### config.mk
export PLATFORM = sky130hd
export DESIGN_NAME = mult_control_flat
export DESIGN_NICKNAME = d
export VERILOG_FILES = /design/src/rtl/mult_control_if.sv /design/src/rtl/mult_control.sv /design/src/flat_wrapper.sv
export SDC_FILE = /design/constraint.sdc
export NUM_CORES = 1
export LEC_CHECK = 0
export BUFFER_PORTS_ARGS = -buffer_cell sky130_fd_sc_hd__buf_2
export CAP_MARGIN = 15
export CORE_MARGIN = 10
export CORE_UTILIZATION = 54
export DETAILED_ROUTE_END_ITERATION = 10
export HOLD_SLACK_MARGIN = 0.03
export MAX_ROUTING_LAYER = met4
export PLACE_DENSITY = 0.87
export SYNTH_ARGS = -nofsm -noshare
export SYNTH_HDL_FRONTEND = slang
export SYNTH_SLANG_ARGS = --single-unit
export TNS_END_PERCENT = 1
### constraint.sdc
create_clock -name Clk -period 2.7 [get_ports Clk]
set_input_delay 0.135 -clock Clk [delete_from_list [all_inputs] [get_ports Clk]]
set_output_delay 0.135 -clock Clk [all_outputs]
set_load 0.05 [all_outputs]
### src/rtl/mult_control_if.sv
// Handshake and data bundle between a requester, the iteration counter and
// the shift-add multiplier controller.
interface mult_control_if #(
    parameter int WIDTH = 8
);
    logic               Start;
    logic [WIDTH-1:0]   A;
    logic [WIDTH-1:0]   B;
    logic               K;
    logic               Load;
    logic               Busy;
    logic               Done;
    logic [2*WIDTH-1:0] Product;

    // Requester side: drives operands, start request and the counter flag.
    modport master (
        output Start, A, B, K,
        input  Load, Busy, Done, Product
    );

    // Multiplier controller side.
    modport slave (
        input  Start, A, B, K,
        output Load, Busy, Done, Product
    );
endinterface

### src/rtl/mult_control.sv
// Sequential shift-add unsigned multiplier controller.
// One iteration per CALC cycle; an external counter (cleared by Load)
// raises K on the last iteration. Product is registered on DONE entry.
module mult_control #(
    parameter int WIDTH = 8
) (
    input  logic          Clk,
    input  logic          Reset,
    mult_control_if.slave bus
);

    typedef enum logic [1:0] {
        ST_IDLE = 2'd0,
        ST_LOAD = 2'd1,
        ST_CALC = 2'd2,
        ST_DONE = 2'd3
    } state_t;

    state_t               state_r;
    state_t               state_next_s;

    logic [WIDTH-1:0]     m_r;
    logic [WIDTH-1:0]     lo_r;
    logic [WIDTH:0]       hi_r;
    logic [2*WIDTH-1:0]   product_r;

    logic                 load_r;
    logic                 busy_r;
    logic                 done_r;
    logic                 load_next_s;
    logic                 busy_next_s;
    logic                 done_next_s;

    logic [WIDTH:0]       sum_s;
    logic [WIDTH:0]       hi_shift_s;
    logic [WIDTH-1:0]     lo_shift_s;

    // One shift-add iteration: conditional add of M into Hi, then shift {Hi,Lo} right.
    always_comb begin
        sum_s      = hi_r;
        hi_shift_s = {(WIDTH+1){1'b0}};
        lo_shift_s = {WIDTH{1'b0}};
        if (lo_r[0]) begin
            sum_s = {1'b0, hi_r[WIDTH-1:0]} + {1'b0, m_r};
        end else begin
            sum_s = hi_r;
        end
        hi_shift_s = {1'b0, sum_s[WIDTH:1]};
        lo_shift_s = {sum_s[0], lo_r[WIDTH-1:1]};
    end

    // Next-state logic and decode of the outputs for the state being entered.
    always_comb begin
        state_next_s = state_r;
        load_next_s  = 1'b0;
        busy_next_s  = 1'b0;
        done_next_s  = 1'b0;
        case (state_r)
            ST_IDLE: begin
                if (bus.Start) begin
                    state_next_s = ST_LOAD;
                end else begin
                    state_next_s = ST_IDLE;
                end
            end
            ST_LOAD: begin
                state_next_s = ST_CALC;
            end
            ST_CALC: begin
                if (bus.K) begin
                    state_next_s = ST_DONE;
                end else begin
                    state_next_s = ST_CALC;
                end
            end
            ST_DONE: begin
                // Start is deliberately not sampled here.
                state_next_s = ST_IDLE;
            end
            default: begin
                state_next_s = ST_IDLE;
            end
        endcase

        case (state_next_s)
            ST_IDLE: begin
                load_next_s = 1'b1;
            end
            ST_LOAD: begin
                load_next_s = 1'b1;
                busy_next_s = 1'b1;
            end
            ST_CALC: begin
                busy_next_s = 1'b1;
            end
            ST_DONE: begin
                done_next_s = 1'b1;
            end
            default: begin
                load_next_s = 1'b1;
            end
        endcase
    end

    // State register and registered state-decoded outputs.
    always_ff @(posedge Clk) begin
        if (Reset) begin
            state_r <= ST_IDLE;
            load_r  <= 1'b1;
            busy_r  <= 1'b0;
            done_r  <= 1'b0;
        end else begin
            state_r <= state_next_s;
            load_r  <= load_next_s;
            busy_r  <= busy_next_s;
            done_r  <= done_next_s;
        end
    end

    // Datapath: operand capture, accumulator clear, iterations and product load.
    always_ff @(posedge Clk) begin
        if (Reset) begin
            m_r       <= {WIDTH{1'b0}};
            lo_r      <= {WIDTH{1'b0}};
            hi_r      <= {(WIDTH+1){1'b0}};
            product_r <= {(2*WIDTH){1'b0}};
        end else begin
            case (state_r)
                ST_IDLE: begin
                    if (bus.Start) begin
                        m_r  <= bus.A;
                        lo_r <= bus.B;
                    end
                end
                ST_LOAD: begin
                    hi_r <= {(WIDTH+1){1'b0}};
                end
                ST_CALC: begin
                    hi_r <= hi_shift_s;
                    lo_r <= lo_shift_s;
                    // Last iteration: capture the post-shift result as DONE is entered.
                    if (bus.K) begin
                        product_r <= {hi_shift_s[WIDTH-1:0], lo_shift_s};
                    end
                end
                ST_DONE: begin
                    hi_r <= hi_r;
                end
                default: begin
                    hi_r <= hi_r;
                end
            endcase
        end
    end

    assign bus.Load    = load_r;
    assign bus.Busy    = busy_r;
    assign bus.Done    = done_r;
    assign bus.Product = product_r;

endmodule

### src/flat_wrapper.sv
// flat-port wrapper written by rule: the top's interface ports become plain ports
module mult_control_flat 
#(
    parameter int WIDTH = 8
)
  (Clk, Reset, bus_Start, bus_A, bus_B, bus_K, bus_Load, bus_Busy, bus_Done, bus_Product);
  mult_control_if #(.WIDTH(WIDTH)) bus_i ();
  input  logic Clk;
  input  logic Reset;
  input wire logic [$bits(bus_i.Start)-1:0] bus_Start;
  input wire logic [$bits(bus_i.A)-1:0] bus_A;
  input wire logic [$bits(bus_i.B)-1:0] bus_B;
  input wire logic [$bits(bus_i.K)-1:0] bus_K;
  output wire logic [$bits(bus_i.Load)-1:0] bus_Load;
  output wire logic [$bits(bus_i.Busy)-1:0] bus_Busy;
  output wire logic [$bits(bus_i.Done)-1:0] bus_Done;
  output wire logic [$bits(bus_i.Product)-1:0] bus_Product;
  assign bus_i.Start = bus_Start;
  assign bus_i.A = bus_A;
  assign bus_i.B = bus_B;
  assign bus_i.K = bus_K;
  assign bus_Load = bus_i.Load;
  assign bus_Busy = bus_i.Busy;
  assign bus_Done = bus_i.Done;
  assign bus_Product = bus_i.Product;
  mult_control #(.WIDTH(WIDTH)) u_core (.Clk(Clk), .Reset(Reset), .bus(bus_i));
endmodule
Yosys cells after proc, flatten, opt, wreduce, memory -nomap -nowiden

Index checks and enable logic that the tools add are counted.
Widths: inputs -> output; s select.

Latch bits: 0
RAM bits: 0
Output and inout bits: 19
Memory bits (read-only): 0
Memories: 0
Bits in registers: 46
Input port bits: 20

$add $sub $neg: 1
$mul: 0
Shift operators: 0
Multiplexer cells: 10
Bitwise gates (word level): 0
Reduce and logical (&&, ||, !) cells: 9
Divide/modulo/power cells: 0
Eq/ne operators: 7
$lt $le $gt $ge: 0

Operator list:

| cell               | count |
|---|---|
| $pmux 9 s2         | 1 |
| $pmux 8 s2         | 1 |
| $add 8x8->9        | 1 |
| $mux 9             | 1 |
| $eq 2x2->1 const B | 4 |
| $mux 8             | 1 |
| $pmux 2 s4         | 1 |
| $reduce_and 2->1   | 3 |
| $mux 1             | 5 |
| $eq 2x1->1 const B | 2 |
| $logic_not 2->1    | 2 |
| $reduce_bool 2->1  | 2 |
| $reduce_or 2->1    | 2 |
| $ne 2x2->1 const B | 1 |

Logic depth before layout (Yosys ltp)

Gate-level depths: netlist of run 1.

Word-level depth: 5
Mapped depth: 7
Depth with buffers taken out: 7

Worst setup path after synthesis of run 1

Ideal clock, no wire load.

Path kind: reg-to-reg
From: reg u_core.hi_r[0]
To: reg u_core.product_r[15] (netlist: u_core.bus.Product[15])
Period minus slack after synthesis: 2.049 ns
Setup time: 0.132 ns
Path slack: 0.651 ns
Arrival: 1.916 ns
Stages on the path, launching flop included: 8
Data required time: 2.568 ns
Cells stage by stage: dfxtp_1 ha_1 fa_1 a21o_1 a221o_2 a211oi_1 or3_1 a21oi_1

Longest elaborated chain between the ends: 2

RTL lines:

| element                  | RTL line            | RTL |
|---|---|---|
| start: declaration       | mult_control.sv:24  | `logic [WIDTH:0] hi_r;` |
| start signal: assignment | mult_control.sv:125 | `hi_r <= {(WIDTH+1){1'b0}};` |
| start signal: assignment | mult_control.sv:136 | `hi_r <= {(WIDTH+1){1'b0}};` |
| start signal: assignment | mult_control.sv:139 | `hi_r <= hi_shift_s;` |
| $add 8x8->9              | mult_control.sv:44  | `sum_s = {1'b0, hi_r[WIDTH-1:0]} + {1'b0, m_r};` |
| $mux 9                   | mult_control.sv:43  | `if (lo_r[0]) begin` |
| end signal: assignment   | mult_control.sv:126 | `product_r <= {(2*WIDTH){1'b0}};` |
| end signal: assignment   | mult_control.sv:143 | `product_r <= {hi_shift_s[WIDTH-1:0], lo_shift_s};` |
| end: declaration         | mult_control.sv:25  | `logic [2*WIDTH-1:0] product_r;` |

Every way passes these cells.
A chain may end at the register's enable or synchronous reset.

Worst setup path after layout of run 1

Ends and elaborated chain as after synthesis.

==> results.toml, run 1 <==
[yosys]
ys_types = 33
syn-num-nets = 257
seq_area_frac_synth = 0.442
netlist_area_sq_um = 2040
synth_top_cell_by_area = "dfxtp_1"
yosysWarningCount = 0
syn_area_per_cell_sq_um = 9.05
synth_seq_cells = 45
synthFlopType = "dfxtp_1"
synth_area_leaders = "dfxtp_1 (44%), nand2_1 (7.7%), mux2i_1 (7.4%)"
synth_cells = 225
synth_edf_count = 0
synthArstFlopShare = 0
yosys.area.top_type_share = 0.442

[floorplanning]
chipWidth_um = 81.4
core_sq_um = 3660
die-area_sq_um = 6630
die_h_um = 81.4
rows = 22
pin_count = 39
initial_core_util = 0.556

[timing]
report.final.hold_viol_count = 0
clock.fmax_mhz = 453
tightestPinTransition_ns = 0.950
finalSetupViolCount = 0
worst_clock_skew_ns = 0.00698
setup_tns_ns = 0
finalHoldWorstSlack_ns = 0.0684
finalCritPeriodShare = 0.818
relSlewSlack = 0.362
slew_viol_final = 0
period_needed_ns = 2.21
rsz0062_at_grt = "false"

[clock_network]
clkSlewWorstSetupHoldPaths_ns = 0.08
ctsResizeCount = 0
post_cts_buffers = 0
max-clock-path-buffers = 2
cts_root_buf = "clkbuf_8"
htree_levels = 2
cts_made_buffers = 5
cts.sinks = 45
cts_tree = "yes"
clk_latency_ns = 0.30
cts_hold_buf = 0

[worst_setup_path]
end_kind = "register"
path_max_fanout = 3
reg2reg_from = "u_core.hi_r[0]"
startpoint_type = "register"
worstSetupStartpoint = "u_core.hi_r[0]"
crit_type = "register to register"
critPathRequiredTime_ns = 2.86
arrival_ns = 2.37
r2r_slack_ns = 0.49

[worst_hold_path]
min_path_type = "primary input to register"
min_from = "bus_A[7]"

[routing]
wl_per_cell_um = 13.9
wl_um = 4310
topRoutingLayerUsed = "met4"
wl_met2_um = 2020
route.detailed.drc = 0
vias = 1685
postRouteAntennaNets = 0
vias_per_cell = 5.44
wl_met1_um = 1930
dr.pass1.iters = 4
wl_met3_um = 308
drtIter0Drc = 91

[status]
status = "completed"

[final_layout]
seqCellArea_sq_um = 901
fin_util = 0.638
drive_gt1_frac = 0.202
area_growth_pct = 14.7
num_antenna_cells = 0
finalNetCount = 293
multi_input_area_sq_um = 1070
final_cells = 310
fillerInstances = 295

[grt]
grt_usage = 0.141
grt_start_max_net_pins = 39
antenna_found_initial = 0
grt_pass1_vias = 1577
grt_pass1_wl_um = 7180
grt_overflow_total = 0

[power]
p_leak_nw = 0.994
peakVddDrop_mv = 0.306
power.density_nw_per_um2 = 591

[placed_design]
dpl.cell_count = 302
dpl.hpwl_um = 3170
gp_congestion = 0.845
portBuffers = 38

[run]
max-cap-violations = 0
==> cells by family (layout without fill, tap and decap cells) <==
| family | count (synthesis) | count (layout) | share of synthesized area |
|---|---|---|---|
| muxes | 15 | 15 | 0.0737 |
| adders and majority gates | 12 | 12 | 0.0774 |
| DFF | 45 | 45 | 0.442 |
| and+or+nand+nor | 75 | 75 | 0.159 |
| xor gates and xnor gates | 5 | 5 | 0.0215 |
| buffers and inverters | 16 | 53 | 0.0326 |
| AOI/OAI and AO/OA | 57 | 57 | 0.193 |
==> cell type report <==
type / instances / area share
flip-flops and latches: 45 / 0.385
multi-input cells: 164 / 0.458
inverters: 5 / 0.00803
clock buffers: 6 / 0.0310
repair buffers: 40 / 0.0878
clock inverters: 2 / 0.00428
well taps: 48 / 0.0257
==> synth_stat cells (2+ instances only) <==
cell type	n
o31ai_1	2
o21ai_0	9
nand2_1	42
ha_1	11
a21o_1	3
nand3b_1	2
xnor2_1	3
dfxtp_1	45
nor2_1	19
clkbuf_1	8
a21oi_1	21
o211ai_1	2
buf_2	2
or3_1	2
and2_1	2
mux2i_1	15
inv_1	5
nor2b_1	4
a211oi_1	13
xor2_1	2
==> worst paths after layout <==
kind | end | cells past startpoint
worst min-delay path | u_core.m_r[7] | 3
worst min register to register | u_core.bus.Product[3] | 2
worst max-delay path | u_core.bus.Product[15] | 7
worst max register to register | u_core.bus.Product[15] | 7
==> worst max-delay path, stage by stage, from the launching register on <==
cell      delay, ns
dfxtp_1        0.33
ha_1           0.25
fa_1           0.41
a21o_1         0.21
a221o_2        0.35
a211oi_1       0.31
or3_1          0.17
a21oi_1        0.05
==> state kept, by name, indices dropped and copies added (netlist names) <==
register	count
u_core.bus.Product	16
u_core.state_r	2
u_core.hi_r	8
u_core.bus.Done	1
u_core.m_r	8
u_core.bus.Load	1
u_core.bus.Busy	1
u_core.lo_r	8
==> cell usage in the layout (no fill, tap or decap), drive strengths merged <==
master and count:
a2111oi 1, a211oi 14, a21o 3, a21oi 21, a221o 1, a32o 1, and2 2, and3 1
and4 1, buf 40, clkbuf 6, clkinv 2, dfxtp 45, fa 1, ha 11, inv 5
mux2i 15, nand2 42, nand3b 2, nor2 19, nor2b 4, nor3 2, o211ai 2, o21ai 10
o21bai 1, o31ai 2, o41ai 1, or3 2, xnor2 3, xor2 2
==> power by group <==
group | switching [mW] | total [mW] | internal, mW
clock network | 0.213 | 0.392 | 0.179
logic | 0.163 | 0.252 | 0.0891
registers | 0.0319 | 0.737 | 0.705
total | 0.408 | 1.38 | 0.973
==> metal layers <==
metal  track usage  up-vias
li1              -      852
met1         0.165      789
met2         0.219       39
met3        0.0513        5
met4        0.0433        0
met5             -        -
==> per-stage QoR <==
stage | setup slack [ns] | area, sq um | power (mW)
after floorplan | 0.651 | 2040 | 0.942
final | 0.492 | 2340 | 1.38
after detailed placement | 0.550 | 2250 | 1.00
after global placement | 0.567 | 2250 | 0.999
after CTS | 0.503 | 2340 | 1.40
after global routing | 0.359 | 2340 | 1.46
(Power assumes the default switching activity.)
==> inputs of run 2 (changes only) <==
ABC_AREA = 1   (was default)
CORE_UTILIZATION = 55   (was 54)
PLACE_DENSITY = 0.88   (was 0.87)
clock period = 2.29 ns   (was 2.7 ns; I/O delays follow)
==> run 2 against run 1 <==
Net effect: sequential cell count did not move; count of clock-buffer cells in the layout did not move; setup slack got worse by 0.018 ns; synthesized area rose by 8.0%; die area rose by 4.5%; final cell count rose by 23%; first-iteration DRC count rose by 18%; wire length rose by 22%; total power rose by 38%; utilization rose by 2.3 points; combinational power rose by 55%; clock power rose by 60%; critical path type unchanged.
==> results.toml, run 2 <==
[clock_network]
cts.sinks = 45
ctsResizeCount = 0
max-clock-path-buffers = 2
htree_levels = 2
cts_tree = "yes"
cts_hold_buf = 0
post_cts_buffers = 0
clk_latency_ns = 0.30
cts_root_buf = "clkbuf_8"
cts_made_buffers = 5
clkSlewWorstSetupHoldPaths_ns = 0.09

[routing]
drtIter0Drc = 107
postRouteAntennaNets = 0
wl_per_cell_um = 13.8
wl_um = 5260
vias = 2022
route.detailed.drc = 0
dr.pass1.iters = 5
vias_per_cell = 5.31

[timing]
tightestPinTransition_ns = 0.775
clock.fmax_mhz = 551
slew_viol_final = 0
period_needed_ns = 1.82
finalCritPeriodShare = 0.793
rsz0062_at_grt = "false"
relSlewSlack = 0.483
setup_tns_ns = 0
finalHoldWorstSlack_ns = 0.0624
report.final.hold_viol_count = 0
finalSetupViolCount = 0
worst_clock_skew_ns = 0.00810

[status]
status = "completed"

[yosys]
synth_seq_cells = 45
synth_area_leaders = "dfxtp_1 (41%), nand2_1 (11%), nor2_1 (7.8%)"
synth_edf_count = 0
ys_types = 31
synth_common_cells = "nand2_1 (62), nor2_1 (46), dfxtp_1 (45), inv_1 (34), o21ai_0 (30)"
yosys.area.top_type_share = 0.410
seq_area_frac_synth = 0.410
synth_cells = 297
syn-num-nets = 329
syn_area_per_cell_sq_um = 7.41
yosysWarningCount = 0
yosysMostFrequentCell = "nand2_1"
synthArstFlopShare = 0
netlist_area_sq_um = 2200
synthFlopType = "dfxtp_1"
synth_top_cell_by_area = "dfxtp_1"

[final_layout]
fin_area_sq_um = 2490
finalNetCount = 364
final_cell_mix = "nand2_1 (62), nor2_1 (46), dfxtp_1 (45)"
drive_gt1_frac = 0.189
layout_commonest_cell = "nand2_1"
fillerInstances = 329
fin_util = 0.662
area_growth_pct = 13.4
largest_reg_flops = 16
final_cells = 381
num_antenna_cells = 0

[placed_design]
gp_congestion = 0.833
dpl.cell_count = 373
dpl.hpwl_um = 4010
place_area_sq_um = 2370
portBuffers = 38

[floorplanning]
rows = 22
initial_core_util = 0.583
core_sq_um = 3770
chipWidth_um = 83.2
pin_count = 39
die-area_sq_um = 6930
die_h_um = 83.2

[worst_setup_path]
reg2reg_from = "u_core.state_r[0]"
startpoint_type = "register"
crit_type = "register to register"
r2r_slack_ns = 0.47
arrival_ns = 2.04
path_max_fanout = 16
r2r_cells = 6
end_kind = "register"
critPathRequiredTime_ns = 2.52
r2r_end = "u_core.lo_r[4]"

[power]
p_leak_nw = 1.25
peakVddDrop_mv = 0.635
power.density_nw_per_um2 = 765

[grt]
grt_usage = 0.155
grt_start_max_net_pins = 31
grt_pass1_vias = 1968
grtUsageMet2 = 0.256
grtUsageMet1 = 0.171
busiest_layer = "met2"
grt_overflow_total = 0
grt_pass1_wl_um = 8890
antenna_found_initial = 0
globalRouteMet3Util = 0.0449

[worst_hold_path]
hold_path_end = "u_core.m_r[1]"
min_from = "bus_A[1]"
min_path_type = "primary input to register"
holdPathStages = 3

[run]
max-cap-violations = 0
## run 2: cell types whose count changed after synthesis, moves of 14 or more
cell / change
a21oi_1: -15
inv_1: +29
mux2i_1: -14
nand2_1: +20
nand3_1: +20
nor2_1: +27
o21ai_0: +21
## run 2: metrics by stage
| step | worst slack [ns] | power (mW) |
|---|---|---|
| finish | 0.474 | 1.91 |
| global route | 0.287 | 1.99 |
| CTS | 0.505 | 1.92 |
| detailed placement | 0.541 | 1.29 |
| global placement | 0.582 | 1.28 |
| floorplan | 0.733 | 1.21 |
## run 2: cell families (layout without fill, tap and decap cells)
logic type                 count (synthesis)  in the layout  share of synthesized area
adders and majority gates                 12             12                     0.0717
AOI/OAI and AO/OA                         55             55                      0.152
buffers and inverters                     48             84                      0.102
and+or+nand+nor                          136            136                      0.261
muxes                                      1              1                    0.00455
DFF                                       45             45                      0.410
## run 2: metal layers
| metal | wire [um] | share of wire |
|---|---|---|
| met1 | 2270 | 0.43 |
| met2 | 2620 | 0.50 |
| met3 | 278 | 0.053 |
| met4 | 96 | 0.018 |
| met5 | 0 | 0 |
## run 2: power breakdown
group | internal (mW) | total [mW] | switching (mW)
clock | 0.355 | 0.629 | 0.275
sequential | 0.844 | 0.889 | 0.0448
combinational | 0.118 | 0.391 | 0.273
## run 2: critical path, cell delays in order, from the launching register on
cell	delay, ns
dfxtp_1	0.32
inv_1	0.08
ha_1	0.44
inv_4	0.14
o21ai_4	0.39
o21ai_0	0.15
a31oi_1	0.21
## run 2: final cells by class
| cell class | count | area, sq um | share of cell area |
|---|---|---|---|
| clock buffer | 6 | 82.6 | 0.0331 |
| multi-input combinational | 204 | 1070 | 0.431 |
| timing repair buffer | 39 | 198 | 0.0792 |
| sequential | 45 | 901 | 0.361 |
| clock inverter | 2 | 37.5 | 0.0150 |
| tap | 48 | 60.1 | 0.0241 |
| inverter | 37 | 141 | 0.0567 |
## run 2: how the worst max path moves through the flow
stage                            from                endpoint  slack, ns  cells after the start
floorplan              u_core.hi_r[0]  u_core.bus.Product[15]       0.73                     10
global placement       u_core.hi_r[0]  u_core.bus.Product[15]       0.58                     10
detailed placement     u_core.hi_r[0]  u_core.bus.Product[15]       0.54                     10
CTS                 u_core.state_r[0]          u_core.lo_r[4]       0.50                      6
global route           u_core.hi_r[0]  u_core.bus.Product[13]       0.29                     11
finish              u_core.state_r[0]          u_core.lo_r[4]       0.47                      6
==> inputs of run 3 (changes only) <==
ABC_AREA = 0   (was 1)
CORE_UTILIZATION = 54   (was 55)
PLACE_DENSITY = 0.87   (was 0.88)
clock period = 1.9 ns   (was 2.29 ns; I/O delays follow)
==> run 3 against run 2 <==
Net effect: the flow now finishes with violations (negative setup slack); non-clock buffer count up 14; sequential share of layout area is 0.43 points higher; wire length down 13%; critical path type unchanged; largest power group unchanged.
==> results.toml, run 3 (synthesis results as in run 1) <==
[routing]
vias = 1721
postRouteAntennaNets = 0
drtIter0Drc = 103
route.detailed.drc = 0
vias_per_cell = 5.34
wl_per_cell_um = 14.3
dr.pass1.iters = 4
wl_um = 4600

[floorplanning]
rows = 22
initial_core_util = 0.556
core_sq_um = 3660
chipWidth_um = 81.4
pin_count = 39
die_h_um = 81.4
die-area_sq_um = 6630

[clock_network]
htree_levels = 2
cts_made_buffers = 5
cts.sinks = 45
clk_latency_ns = 0.30
cts_tree = "yes"
max-clock-path-buffers = 2
cts_root_buf = "clkbuf_8"
clkSlewWorstSetupHoldPaths_ns = 0.08

[placed_design]
gp_congestion = 0.835
dpl.hpwl_um = 3370
dpl.cell_count = 310
portBuffers = 38
preCtsSetupSlack_ns = -0.0628
place_area_sq_um = 2320

[timing]
finalCritPeriodShare = 1.03
period_needed_ns = 1.96
relSlewSlack = 0.572
fin_ws_ns = -0.0574
clock.fmax_mhz = 511
tightestPinTransition_ns = 0.641
worst_clock_skew_ns = 0.0102
slew_viol_final = 0
setup_tns_ns = -0.127
rsz0062_at_grt = "true"
finalSetupViolCount = 3
finalHoldWorstSlack_ns = 0.0366
report.final.hold_viol_count = 0

[power]
pwr-share-comb = 0.190
power_mw = 2.03
power.density_nw_per_um2 = 820
clkPwrFrac = 0.293
peakVddDrop_mv = 0.437
p_switching_mw = 0.593
power.internal_mw = 1.43
p_seq_frac = 0.518
p_leak_nw = 1.05
swShare = 0.293

[final_layout]
finalNetCount = 306
largest_reg_flops = 16
num_antenna_cells = 0
fin_area_sq_um = 2470
final_cell_mix = "dfxtp_1 (43), nand2_1 (42), buf_2 (38)"
layout_commonest_cell = "dfxtp_1"
final_cells = 322
drive_gt1_frac = 0.248
fillerInstances = 293
area_growth_pct = 21.4
fin_util = 0.675

[worst_setup_path]
crit_type = "register to register"
path_max_fanout = 2
r2r_cells = 7
end_kind = "register"
startpoint_type = "register"
arrival_ns = 2.18
worstSetupStartpoint = "u_core.hi_r[0]"
r2r_slack_ns = -0.06
r2r_end = "u_core.bus.Product[13]"
crit_path_end = "u_core.bus.Product[13]"
reg2reg_from = "u_core.hi_r[0]"
critPathRequiredTime_ns = 2.12

[grt]
grt_pass1_wl_um = 7590
grt_usage = 0.149
grt_pass1_vias = 1631
grt_start_max_net_pins = 21
grt_overflow_total = 0
antenna_found_initial = 0

[status]
status = "finished with violations"
failed_checks = "negative setup slack"

[worst_hold_path]
min_path_type = "primary input to register"

[run]
max-cap-violations = 0
[run 3: layout make-up]
| cell class | instances | area, sq um | share of cell area |
|---|---|---|---|
| inverter | 5 | 18.8 | 0.00759 |
| timing repair buffer | 53 | 310 | 0.126 |
| multi-input combinational | 164 | 1090 | 0.441 |
| tap | 48 | 60.1 | 0.0243 |
| clock buffer | 6 | 82.6 | 0.0334 |
| sequential | 45 | 903 | 0.365 |
| clock inverter | 1 | 7.51 | 0.00304 |
[run 3: repair_timing]
item,in CTS,in global routing
endpoints found under the hold margin,3,0
endpoints found under the setup margin,3,7
hold buffers,3,0
pin swaps,4,5
gates resized for setup,3,0
setup buffers,2,0
[run 3: worst min path at each step]
stage / startpoint / to / cells past startpoint
floorplan: Reset / u_core.state_r[1] / 1
global placement: bus_A[6] / u_core.m_r[6] / 3
detailed placement: bus_A[3] / u_core.m_r[3] / 3
CTS: bus_A[2] / u_core.m_r[2] / 3
global route: bus_A[7] / u_core.m_r[7] / 3
finish: bus_A[2] / u_core.m_r[2] / 3
[run 3: power by group through the flow]
stage          Combinational [mW]  Sequential (mW)  Clock [mW]
6_report                    0.384             1.05       0.593
2_1_floorplan               0.220             1.12           0
5_1_grt                     0.424             1.06       0.638
4_1_cts                     0.386             1.05       0.604
3_3_place_gp                0.367             1.07           0
3_5_place_dp                0.377             1.07           0
[run 3: worst max-delay path: stages, from the launching register on]
cell      delay, ns
dfxtp_2        0.35
ha_4           0.16
fa_2           0.33
a21o_1         0.20
a221o_2        0.36
xor2_1         0.13
mux2i_1        0.10
a211oi_1       0.24
[run 3: layer usage]
layer,vias up,share of wire,GRT usage
met3,11,0.070,0.0415
met4,0,0.025,0.0692
li1,879,-,-
met5,-,0,-
met2,55,0.49,0.236
met1,776,0.42,0.172
